**src/rtl/alu_rr_scheduler.sv**
```systemverilog
// Round-robin front end that shares one combinational 16-bit ALU among N_REQ requesters.
// Optional build macro ALU_SCHED_PRIO_EN makes requester 0 a fixed high-priority client.
module alu_rr_scheduler #(
  parameter int N_REQ = 4,
  parameter int IDW   = 2
) (
  input  logic                 i_clk,
  input  logic                 i_rst_n,
  input  logic [N_REQ-1:0]     i_req_valid,
  output logic [N_REQ-1:0]     o_req_ready,
  input  logic [16*N_REQ-1:0]  i_req_a,
  input  logic [16*N_REQ-1:0]  i_req_b,
  input  logic [N_REQ-1:0]     i_req_cin,
  input  logic [3*N_REQ-1:0]   i_req_opc,
  output logic [15:0]          o_alu_a,
  output logic [15:0]          o_alu_b,
  output logic                 o_alu_cin,
  output logic [2:0]           o_alu_opc,
  input  logic [15:0]          i_alu_w,
  input  logic                 i_alu_f1,
  input  logic                 i_alu_f2,
  output logic                 o_rsp_valid,
  input  logic                 i_rsp_ready,
  output logic [IDW-1:0]       o_rsp_id,
  output logic [15:0]          o_rsp_w,
  output logic                 o_rsp_f1,
  output logic                 o_rsp_f2
);

`ifdef ALU_SCHED_PRIO_EN
  localparam bit PRIO_EN = 1'b1;
`else
  localparam bit PRIO_EN = 1'b0;
`endif

  localparam logic [IDW:0]   NREQ_W  = (IDW+1)'(N_REQ);
  localparam logic [IDW-1:0] LAST_ID = IDW'(N_REQ-1);

  typedef enum logic [1:0] {S_IDLE, S_EXEC, S_RESP} state_t;

  state_t          r_state;
  state_t          w_next_state;
  logic [IDW-1:0]  r_rr_ptr;
  logic [IDW-1:0]  r_grant_id;
  logic [15:0]     r_alu_a;
  logic [15:0]     r_alu_b;
  logic            r_alu_cin;
  logic [2:0]      r_alu_opc;
  logic [IDW-1:0]  r_rsp_id;
  logic [15:0]     r_rsp_w;
  logic            r_rsp_f1;
  logic            r_rsp_f2;

  logic [15:0]     w_a   [N_REQ];
  logic [15:0]     w_b   [N_REQ];
  logic [2:0]      w_opc [N_REQ];
  logic            w_any;
  logic [IDW-1:0]  w_win;
  logic [IDW:0]    w_idx;
  logic [IDW-1:0]  w_rr_next;
  logic            w_grant;

  generate
    for (genvar gi = 0; gi < N_REQ; gi++) begin : g_unpack
      assign w_a[gi]   = i_req_a[16*gi +: 16];
      assign w_b[gi]   = i_req_b[16*gi +: 16];
      assign w_opc[gi] = i_req_opc[3*gi +: 3];
    end
  endgenerate

  // Walk downward in distance from rr_ptr so the nearest valid requester is the last one written.
  always_comb begin
    w_any = 1'b0;
    w_win = '0;
    w_idx = '0;
    for (int k = N_REQ - 1; k >= 0; k--) begin
      w_idx = {1'b0, r_rr_ptr} + (IDW+1)'(k);
      if (w_idx >= NREQ_W) begin
        w_idx = w_idx - NREQ_W;
      end
      if (i_req_valid[w_idx[IDW-1:0]] && !(PRIO_EN && (w_idx == '0))) begin
        w_any = 1'b1;
        w_win = w_idx[IDW-1:0];
      end
    end
    if (PRIO_EN && i_req_valid[0]) begin
      w_any = 1'b1;
      w_win = '0;
    end
  end

  always_comb begin
    w_rr_next = (r_grant_id == LAST_ID) ? '0 : r_grant_id + IDW'(1);
    if (PRIO_EN && (w_rr_next == '0)) begin
      w_rr_next = IDW'(1);
    end
  end

  assign w_grant = (r_state == S_IDLE) && w_any;

  always_ff @(posedge i_clk or negedge i_rst_n) begin
    if (!i_rst_n) begin
      r_state <= S_IDLE;
    end else begin
      r_state <= w_next_state;
    end
  end

  always_comb begin
    w_next_state = r_state;
    case (r_state)
      S_IDLE:  if (w_any) w_next_state = S_EXEC;
      S_EXEC:  w_next_state = S_RESP;
      S_RESP:  if (i_rsp_ready) w_next_state = S_IDLE;
      default: w_next_state = S_IDLE;
    endcase
  end

  // Gated by reset so a requester never sees an accept while the block is held in reset.
  always_comb begin
    o_req_ready = '0;
    o_rsp_valid = (r_state == S_RESP);
    if (w_grant && i_rst_n) begin
      o_req_ready[w_win] = 1'b1;
    end
  end

  always_ff @(posedge i_clk or negedge i_rst_n) begin
    if (!i_rst_n) begin
      r_rr_ptr   <= '0;
      r_grant_id <= '0;
      r_alu_a    <= '0;
      r_alu_b    <= '0;
      r_alu_cin  <= 1'b0;
      r_alu_opc  <= '0;
      r_rsp_id   <= '0;
      r_rsp_w    <= '0;
      r_rsp_f1   <= 1'b0;
      r_rsp_f2   <= 1'b0;
    end else begin
      if (w_grant) begin
        r_alu_a    <= w_a[w_win];
        r_alu_b    <= w_b[w_win];
        r_alu_cin  <= i_req_cin[w_win];
        r_alu_opc  <= w_opc[w_win];
        r_grant_id <= w_win;
      end
      if (r_state == S_EXEC) begin
        r_rsp_w  <= i_alu_w;
        r_rsp_f1 <= i_alu_f1;
        r_rsp_f2 <= i_alu_f2;
        r_rsp_id <= r_grant_id;
      end
      // The priority client is served outside the rotation, so it never moves the pointer.
      if ((r_state == S_RESP) && i_rsp_ready && !(PRIO_EN && (r_grant_id == '0))) begin
        r_rr_ptr <= w_rr_next;
      end
    end
  end

  assign o_alu_a   = r_alu_a;
  assign o_alu_b   = r_alu_b;
  assign o_alu_cin = r_alu_cin;
  assign o_alu_opc = r_alu_opc;
  assign o_rsp_id  = r_rsp_id;
  assign o_rsp_w   = r_rsp_w;
  assign o_rsp_f1  = r_rsp_f1;
  assign o_rsp_f2  = r_rsp_f2;

endmodule

```
**config.mk**
```make
export PLATFORM = sky130hd
export DESIGN_NAME = alu_rr_scheduler
export DESIGN_NICKNAME = d
export VERILOG_FILES = /design/src/rtl/alu_rr_scheduler.sv
export SDC_FILE = /design/constraint.sdc
export NUM_CORES = 1
export LEC_CHECK = 0
export BUFFER_PORTS_ARGS = -buffer_cell sky130_fd_sc_hd__clkbuf_2
export CAP_MARGIN = 10
export CORE_AREA = 2 2 94 96
export CTS_BUF_LIST = sky130_fd_sc_hd__clkbuf_4 sky130_fd_sc_hd__clkbuf_8
export CTS_CLUSTER_SIZE = 24
export DETAILED_ROUTE_END_ITERATION = 16
export DIE_AREA = 0 0 96 98
export GPL_TIMING_DRIVEN = 0
export MAX_ROUTING_LAYER = met4
export PLACE_DENSITY = 0.77
export REMOVE_ABC_BUFFERS = 1
export SLEW_MARGIN = 40
export SYNTH_ARGS = -nofsm -noshare
export SYNTH_HDL_FRONTEND = slang
export SYNTH_SLANG_ARGS = --single-unit
```
**constraint.sdc**
```tcl
create_clock -name i_clk -period 2.35 [get_ports i_clk]
set_input_delay 0.235 -clock i_clk [delete_from_list [all_inputs] [get_ports i_clk]]
set_output_delay 0.235 -clock i_clk [all_outputs]
set_load 0.03 [all_outputs]
```
==> out/qor.csv <==
metric;value;unit
drt_iter0_drc;122;
setup_violations;0;
ys_types;33;
initial_core_util;42.4;%
grtUsageMet3;5.17;%
slew_violations;0;
synth_seq_cells;62;
synth_top_family_by_area;compound AO/OA/AOI/OAI gates;
worstSetupEndpointType;output pin;
synth-xor-area-share;0;%
synth.area.top_cells;dfrtp_1, mux2i_1, a211oi_1;
synthAdderAreaFrac;0.349;%
critPathKind;reg2out;
postLayoutSetupSlackWorst;0.0781;ns
ant_nets;0;
post-route-min-period;2.27;ns
ir_drop;0.527;mV
start_kind;register;
cts_tree;done;
outcome;completed;
worst-slew-pin-transition;0.815;ns
clkSlewWorstSetupHoldPaths;0.07;ns
synth_compound_area_share;20.1;%
synth_simple_gate_area_share;12.8;%
boundaryPins;230;
yosysTopAreaCell;dfrtp_1;
die_h;98;microns
grt_pass1_wl;19.5;mm
globalplace.congestion;0.820;
ys_seq_area_share;43.2;%
synthToLayoutAreaGrowth;44.8;%
grt.total_usage;27.9;%
synth_edf_count;0;
met1_usage;32.4;%
worstPathArrival;2.04;ns
crit_fanout;17;
finalHoldViolations;0;
synth_top_area_share;43.2;%
finalNetCount;725;
crit_buf_inv;2;
synth-warning-count;0;
cts.sinks;62;
maxCapViolCount;0;
core;8470;sq um
io_buffers;229;
die_w;96;microns
num_vias;3782;
fin_util;61.4;%
syn_inst;330;
yosysMostFrequentCell;dfrtp_1;
clock_latency;0.33;ns
synth_mux_area_share;16.9;%
fp.dieArea;9410;sq um
dp_worst_setup_slack;-0.514;ns
cp_data_required_time;2.12;ns
antenna_found_initial;0;
wl_per_cell;20.1;microns
crit_chain;a21o_1 > a21oi_1 > o22ai_4 > buf_12 > nor2b_1 > clkbuf_2;
hp-class;in2reg;
p_leak;2.64;nW
ys_top_cells_by_count;dfrtp_1, nor2_1, a211oi_1, mux2i_1, and3_1;
drc;0;
slew_headroom;45.7;%
clock_skew;0.00901;ns
synth_ff_type;dfrtp_1;
rows;34;
grt_remaining_overflow;0;
cts_max_path_buffers;2;
htreeDepth;3;
n_antenna_cell;0;
p_per_area;1440;nW/um^2
syn-cell-area;3590;sq um
ctsRootBufferMaster;clkbuf_8;
fin_crit_sh;96.7;%
rsz0062_at_grt;no;
power.total;7.47;mW
drtPass1Iterations;5;
hpwl;7.68;mm
max_freq;0.440;GHz
grt_busiest_layer;met2;
grt_max_degree;65;
grt_pass1_vias;3813;
cts_made_buffers;9;
holdWs;0.109;ns
drive_above_1_share;55.7;%
syn_area_per_cell;10.9;sq um
ys_async_sr_fraction;100;%
globalRouteMet2Util;46.8;%
via_per_inst;5.66;
slowest_delay;0.52;ns
wirelength;13.4;mm
cp_top_family;compound AO/OA/AOI/OAI gates;
cp_slowest_cell;dfrtp_2;
flip-flops by register name (all words and copies together) (netlist names), 2 cells and up:
name / flops
o_alu_a: 16
o_alu_b: 16
o_rsp_w: 16
o_alu_opc: 3
o_rsp_id: 2
r_grant_id: 2
r_rr_ptr: 2
r_state: 2
layer usage:
metal | share of wire (%) | vias up | routed length [microns]
met5 | 0 | - | 0
met4 | 3.2 | 0 | 425
met3 | 7.3 | 40 | 983
met2 | 48 | 202 | 6500
met1 | 41 | 1812 | 5530
li1 | - | 1728 | -
layout make-up:
cell class	count	area [sq um]
flip-flops and latches	62	1550
well taps	108	135
inverters	4	27.5
multi-input cells	237	1970
clock buffers	10	131
fillers	730	3270
repair buffers	241	1270
clock inverters	6	110
what timing repair did:
item / 4_1_cts / 5_1_grt
hold buffers: 1 / 0
hold endpoints to repair: 62 / 0
pin swaps: 3 / 3
setup endpoints to repair: 41 / 15
cloned: 6 / 1
resized for setup: 9 / 10
buffers inserted: 5 / 4
layout by cell type, fill, tap and decap left out, drive strengths merged, types with 2 or more instances in the layout:
cell,instances
a2111oi,36
a211oi,36
a21oi,2
and3,36
buf,11
bufinv,3
clkbuf,239
clkinvlp,2
dfrtp,62
inv,4
mux2,22
mux2i,36
nand2,9
nand2b,2
nor2,38
nor2b,2
o21ai,3
o32a,3
or3,3
cell families (layout without fill, tap and decap cells):
group | count (synthesis) | in the layout
compound gates | 82 | 84
flops | 62 | 62
mux | 58 | 58
fa+ha+maj | 1 | 1
buf+inv | 38 | 261
simple gates | 89 | 94
power breakdown:
group / switching (mW) / internal (mW)
Clock: 0.431 / 0.715
Sequential: 0.343 / 1.62
Combinational: 2.90 / 1.47
worst paths after layout:
| kind | cells past startpoint | start | to | slack, ns |
|---|---|---|---|---|
| min reg2reg | 1 | o_rsp_w[9]$_DFFE_PN0N_ | o_rsp_w[9]$_DFFE_PN0N_ | 0.51 |
| max | 6 | r_rr_ptr[1]$_DFFE_PN0P_ | o_req_ready[0] | 0.08 |
| max in group asynchronous | 2 | i_rst_n | r_rr_ptr[1]$_DFFE_PN0P_ | 1.50 |
| min in group asynchronous | 2 | i_rst_n | o_rsp_w[6]$_DFFE_PN0N_ | 0.44 |
| max reg2reg | 6 | r_rr_ptr[1]$_DFFE_PN0P_ | o_alu_a[10]$_DFFE_PN0P_ | 0.10 |
| min | 2 | i_rsp_ready | r_state[1]$_DFFE_PN0P_ | 0.11 |
stage by stage:
stage,area (sq um),setup TNS [ns],std cells
floorplan,3370,-42.05,296
global placement,4650,-108.90,633
detailed placement,4730,-16.35,635
CTS,5120,0,663
global route,5200,0,668
finish,5200,0,668
Note: power is estimated with default switching activity, not from simulation.
